[src/rtl/tara_ctrl_if.sv]
// Tare unit bus: gross samples and tare commands in, tare/net status out.
// Latency: n/a (signal bundle only).
// Backpressure: none; gross_valid is a plain strobe with no ready.
interface tara_ctrl_if #(
  parameter int WIDTH = 12
);
  logic [WIDTH-1:0] gross;
  logic             gross_valid;
  logic             tare_req;
  logic             tare_clr;
  logic [WIDTH-1:0] tare;
  logic [WIDTH-1:0] net;
  logic             net_valid;
  logic             underflow;
  logic             busy;
  logic             tare_done;

  // Driver side: the sampler/controller feeding the tare unit
  modport master (
    output gross, gross_valid, tare_req, tare_clr,
    input  tare, net, net_valid, underflow, busy, tare_done
  );

  // Tare unit side
  modport slave (
    input  gross, gross_valid, tare_req, tare_clr,
    output tare, net, net_valid, underflow, busy, tare_done
  );
endinterface

[src/rtl/tara_ctrl.sv]
// Tare register with averaged acquisition and saturating registered net = gross - tare.
// Latency: net one cycle after gross_valid; tare commits one cycle after the last averaged sample.
// Backpressure: none; samples are always accepted, gaps in gross_valid just stall acquisition.
module tara_ctrl #(
  parameter int WIDTH        = 12,
  parameter int DEFAULT_TARE = 40,
  parameter int AVG_LOG2     = 2
) (
  input  logic         clk,
  input  logic         rst_n,
  tara_ctrl_if.slave   bus
);

  localparam int ACC_W = WIDTH + AVG_LOG2;
  localparam int CNT_W = AVG_LOG2 + 1;
  localparam logic [CNT_W-1:0] LAST_CNT = CNT_W'((1 << AVG_LOG2) - 1);
  localparam logic [WIDTH-1:0] TARE_RST = WIDTH'(DEFAULT_TARE);

  typedef enum logic [1:0] {
    IDLE   = 2'd0,
    ACQ    = 2'd1,
    COMMIT = 2'd2
  } state_t;

  state_t            state_q, state_d;
  logic [ACC_W-1:0]  acc_q, acc_d;
  logic [CNT_W-1:0]  cnt_q, cnt_d;
  logic [WIDTH-1:0]  tare_q, tare_d;
  logic [WIDTH-1:0]  net_q, net_d;
  logic              net_valid_q, net_valid_d;
  logic              underflow_q, underflow_d;
  logic              busy_o_c;
  logic              tare_done_o_c;

  // State register
  always_ff @(posedge clk or negedge rst_n) begin
    if (!rst_n) begin
      state_q <= IDLE;
    end else begin
      state_q <= state_d;
    end
  end

  // Next-state logic; tare_clr overrides everything, including a pending commit
  always_comb begin
    state_d = state_q;
    if (bus.tare_clr) begin
      state_d = IDLE;
    end else begin
      case (state_q)
        IDLE:    if (bus.tare_req) state_d = ACQ;
        ACQ:     if (bus.gross_valid && (cnt_q == LAST_CNT)) state_d = COMMIT;
        COMMIT:  state_d = IDLE;
        default: state_d = IDLE;
      endcase
    end
  end

  // Moore-style status outputs; a clear in the commit cycle suppresses the done pulse
  always_comb begin
    busy_o_c      = (state_q == ACQ);
    tare_done_o_c = (state_q == COMMIT) && !bus.tare_clr;
  end

  // Accumulator, sample counter and tare register next-state
  always_comb begin
    acc_d  = acc_q;
    cnt_d  = cnt_q;
    tare_d = tare_q;
    if (bus.tare_clr) begin
      acc_d  = '0;
      cnt_d  = '0;
      tare_d = TARE_RST;
    end else begin
      case (state_q)
        IDLE: begin
          acc_d = '0;
          cnt_d = '0;
        end
        ACQ: begin
          if (bus.gross_valid) begin
            acc_d = acc_q + ACC_W'(bus.gross);
            cnt_d = cnt_q + 1'b1;
          end
        end
        COMMIT: begin
          tare_d = acc_q[AVG_LOG2 +: WIDTH];
        end
        default: begin
          acc_d = '0;
          cnt_d = '0;
        end
      endcase
    end
  end

  // Net path uses the tare held before this edge, so a commit only affects later samples
  always_comb begin
    net_d       = net_q;
    underflow_d = underflow_q;
    net_valid_d = 1'b0;
    if (bus.gross_valid) begin
      net_valid_d = 1'b1;
      if (bus.gross >= tare_q) begin
        net_d       = bus.gross - tare_q;
        underflow_d = 1'b0;
      end else begin
        net_d       = '0;
        underflow_d = 1'b1;
      end
    end
  end

  // Datapath registers
  always_ff @(posedge clk or negedge rst_n) begin
    if (!rst_n) begin
      acc_q       <= '0;
      cnt_q       <= '0;
      tare_q      <= TARE_RST;
      net_q       <= '0;
      net_valid_q <= 1'b0;
      underflow_q <= 1'b0;
    end else begin
      acc_q       <= acc_d;
      cnt_q       <= cnt_d;
      tare_q      <= tare_d;
      net_q       <= net_d;
      net_valid_q <= net_valid_d;
      underflow_q <= underflow_d;
    end
  end

  assign bus.tare      = tare_q;
  assign bus.net       = net_q;
  assign bus.net_valid = net_valid_q;
  assign bus.underflow = underflow_q;
  assign bus.busy      = busy_o_c;
  assign bus.tare_done = tare_done_o_c;

endmodule
[src/flat_wrapper.sv]
// flat-port wrapper written by rule: the top's interface ports become plain ports
module tara_ctrl_flat 
#(
  parameter int WIDTH        = 12,
  parameter int DEFAULT_TARE = 40,
  parameter int AVG_LOG2     = 2
)
  (clk, rst_n, bus_gross, bus_gross_valid, bus_tare_req, bus_tare_clr, bus_tare, bus_net, bus_net_valid, bus_underflow, bus_busy, bus_tare_done);
  tara_ctrl_if #(.WIDTH(WIDTH)) bus_i ();
  input  logic clk;
  input  logic rst_n;
  input wire logic [$bits(bus_i.gross)-1:0] bus_gross;
  input wire logic [$bits(bus_i.gross_valid)-1:0] bus_gross_valid;
  input wire logic [$bits(bus_i.tare_req)-1:0] bus_tare_req;
  input wire logic [$bits(bus_i.tare_clr)-1:0] bus_tare_clr;
  output wire logic [$bits(bus_i.tare)-1:0] bus_tare;
  output wire logic [$bits(bus_i.net)-1:0] bus_net;
  output wire logic [$bits(bus_i.net_valid)-1:0] bus_net_valid;
  output wire logic [$bits(bus_i.underflow)-1:0] bus_underflow;
  output wire logic [$bits(bus_i.busy)-1:0] bus_busy;
  output wire logic [$bits(bus_i.tare_done)-1:0] bus_tare_done;
  assign bus_i.gross = bus_gross;
  assign bus_i.gross_valid = bus_gross_valid;
  assign bus_i.tare_req = bus_tare_req;
  assign bus_i.tare_clr = bus_tare_clr;
  assign bus_tare = bus_i.tare;
  assign bus_net = bus_i.net;
  assign bus_net_valid = bus_i.net_valid;
  assign bus_underflow = bus_i.underflow;
  assign bus_busy = bus_i.busy;
  assign bus_tare_done = bus_i.tare_done;
  tara_ctrl #(.WIDTH(WIDTH), .DEFAULT_TARE(DEFAULT_TARE), .AVG_LOG2(AVG_LOG2)) u_core (.clk(clk), .rst_n(rst_n), .bus(bus_i));
endmodule
[config.mk]
export PLATFORM = sky130hd
export DESIGN_NAME = tara_ctrl_flat
export DESIGN_NICKNAME = d
export VERILOG_FILES = /design/src/rtl/tara_ctrl_if.sv /design/src/rtl/tara_ctrl.sv /design/src/flat_wrapper.sv
export SDC_FILE = /design/constraint.sdc
export NUM_CORES = 1
export LEC_CHECK = 0
export CAP_MARGIN = 20
export CORE_MARGIN = 8
export CORE_UTILIZATION = 45
export CTS_CLUSTER_SIZE = 8
export DETAILED_ROUTE_END_ITERATION = 16
export MAX_ROUTING_LAYER = met4
export PLACE_DENSITY = 0.65
export SLEW_MARGIN = 40
export SYNTH_ARGS = -nofsm -noshare
export SYNTH_HDL_FRONTEND = slang
export SYNTH_SLANG_ARGS = --single-unit
[constraint.sdc]
create_clock -name clk -period 2.5 [get_ports clk]
set_input_delay 0.625 -clock clk [delete_from_list [all_inputs] [get_ports clk]]
set_output_delay 0.625 -clock clk [all_outputs]
set_load 0.02 [all_outputs]
==> metrics.txt <==
HPWL Detailed=5750 microns; H-tree lvl count=2; Startpoint Class=input port; Clock Skew=slightly above 0.003 ns; worst skew pair latency=~0.29 ns; Die Ht=between 90 and 100 microns; DRC Markers=0; worst endpoint required time=2.74 ns; core footprint=about 6200 sq um; Final Critical Period=between 2 and 2.5 ns; Final setup viols=0; largest net degree at the start of global routing=46; vias=approximately 2600; Post-DRT Antenna Nets=0; grt ovf=0; Combinational Power Share=between 20% and 30%; Post-CTS Hold Buffers=0; Mapped Nets=363; Cell variety after synth=51; fill count=555; status=completed; DRT iter0 DRCs=73; final hold vios=0; syn avg cell area=around 9.0 sq um; DR WL/cell=about 15 microns; Ys Warns=0; net switching power=0.474 mW; # rows=29; CTS Buf Count=5; root buf cell=clkbuf_8; CTS tree=built; Die Width=95.8 microns; Slew HR=54.1%; Reg clk slew, reported paths=approximately 0.080 ns; Multi-input gate area=approximately 1700 sq um; fin crit share=95.6%; Inserted Diodes=0; Net Sw Frac=26.7%; worst hold path class=in -> async; clock sink count=45; Top Ports=45; max-slew violation count=0; met1 Use GR=about a fifth; Int Power=1.30 mW; Final Power=1.77 mW; Clock Tree Buf Depth=2; sequential share of power=44.3%; Max FO, Critical Path=3; gr usage total=17.4%; CP Class=in -> reg; register area=1130 sq um; maximum clock rate=around 0.42 GHz; pwr dens=452 nW/um^2; asr flop ratio synth=100%; Max-Cap Viols=0; Initial DRT Pass Iterations=4; sequential fraction of the synthesis area=39.4%; Worst-Margin Slew=0.683 ns; Total Routed Length=7190 microns; Starting Density=a little under half; Synth Instances=318; Yosys reg bits=45; initial antenna violation count=0; placed cell count=485; met3 Track Usage GR=3.20%; number of vias per cell=5.35; Synth Cell Area=2860 sq um; port bufs=44; Placer Congestion=~0.86; P&R area growth vs syn=36.8%; routing usage on met2=a little under a third; cell taking the most area after synthesis=dfrtp_1; first-pass GRT wire length=12200 microns; ratio of cells with drive above 1 in the final layout=18.7%; vias in the first global route=2676; Core Util, Final=62.8%; nets=461; busiest layer in global routing=met2; leakage power=1.81 nW; share of the synthesized area in the top cell type=37.6%; critical path arrival=about 2.6 ns; Critical Path End Type=register; RSZ-0062 raised after global routing=no; full die area=9170 sq um; clock share of power=~33%; EDFF count, synth=0; main area contributors after synthesis=dfrtp_1, ha_1, nand2_1, a21oi_1, o21ai_0; Main synth FF type=dfrtp_1; Peak VDD IR=316 uV; non-filler cells, final=494
## cell families after synthesis
group	share of synthesized area [%]
AOI/OAI and AO/OA	23.7
and+or+nand+nor	16.3
DFF	39.4
buffers and inverters	3.80
adders and majority gates	12.8
xor gates and xnor gates	3.98
## cells in the final DEF, fill, tap and decap left out, drive strengths merged, types with 6 or more instances in the layout
master          n
buf            55
nand2          45
dfrtp          43
clkdlybuf4s50  38
a21oi          28
o21ai          27
ha             26
inv            22
nor2           21
a22o           10
xnor2           8
clkbuf          7
nor3            6
## final cells by class
cell class / instances / area share [%]
Clock buffer: 7 / 2.20
Clock inverter: 1 / 0.766
Inverter: 22 / 2.11
Multi-Input combinational cell: 244 / 42.3
Sequential cell: 45 / 28.8
Tap cell: 77 / 2.46
Timing Repair Buffer: 98 / 21.4
## synthesized netlist by cell type (3+ instances only)
library cell / number
o21a_1: 4
o2bb2ai_1: 4
dfrtp_1: 43
nor3_1: 6
nor2_1: 21
nand2_1: 45
a21oi_1: 27
xor2_1: 5
inv_1: 21
ha_1: 26
nand2b_1: 4
nand3_1: 5
o21ai_0: 27
a211oi_1: 4
xnor2_1: 8
nor2b_1: 3
clkbuf_1: 7
a22o_1: 10
a21o_1: 5
and3_1: 4
## worst paths after layout
kind | start | to | slack [ns] | depth (start not counted)
max in group asynchronous | rst_n | u_core.bus.net[11] | 1.70 | 2
min | rst_n | u_core.acc_q[0] | 0.41 | 2
max | bus_gross[1] | u_core.bus.net[9] | 0.11 | 8
max reg2reg | u_core.bus.tare[1] | u_core.bus.net[9] | 0.23 | 8
min reg2reg | u_core.bus.net[4] | u_core.bus.net[4] | 0.49 | 1
min in group clk | u_core.bus.net[4] | u_core.bus.net[4] | 0.49 | 1
## registers in the layout (all words and copies together) (netlist names)
register / flops
u_core.bus.net_valid: 1
u_core.bus.underflow: 1
u_core.bus.tare: 12
u_core.bus.net: 12
u_core.acc_q: 14
u_core.cnt_q: 3
u_core.state_q: 2
## stage by stage
step | worst slack (ns) | instance area, sq um | hold slack [ns] | TNS [ns]
detailed placement | -0.431 | 3770 | 0.474 | -6.55
floorplan | 0.171 | 2860 | 0.329 | 0
finish | 0.109 | 3920 | 0.406 | 0
CTS | 0.0377 | 3900 | 0.421 | 0
global placement | -0.421 | 3770 | 0.463 | -6.18
global route | 0.00845 | 3920 | 0.447 | 0
## power groups by stage
stage | clock network [mW] | logic, mW | registers (mW)
after floorplan | 0 | 0.176 | 0.830
after global routing | 0.617 | 0.455 | 0.790
after detailed placement | 0 | 0.412 | 0.799
after global placement | 0 | 0.407 | 0.798
after CTS | 0.593 | 0.413 | 0.785
final | 0.576 | 0.412 | 0.784
## what timing repair did
item	4_1_cts	5_1_grt
resized for setup	11	5
cloned	0	0
endpoints found under the setup margin	9	6
pin swaps	7	0
buffers inserted	1	0
hold endpoints to repair	0	0
## critical path: stages
cell and delay (ns):
dlygate4sd2_1 0.27, ha_1 0.29, nor2b_1 0.14, o31a_1 0.27, o41a_1 0.36, or4_1 0.47, nand3_1 0.08, a22o_1 0.12
## routing by layer
layer / vias to the layer above / part of all wire (%)
met2: 35 / 51
met5: - / 0
met3: 7 / 3.5
met1: 1265 / 45
li1: 1337 / -
met4: 0 / 0.99
Power figures use the tool's default switching activity.
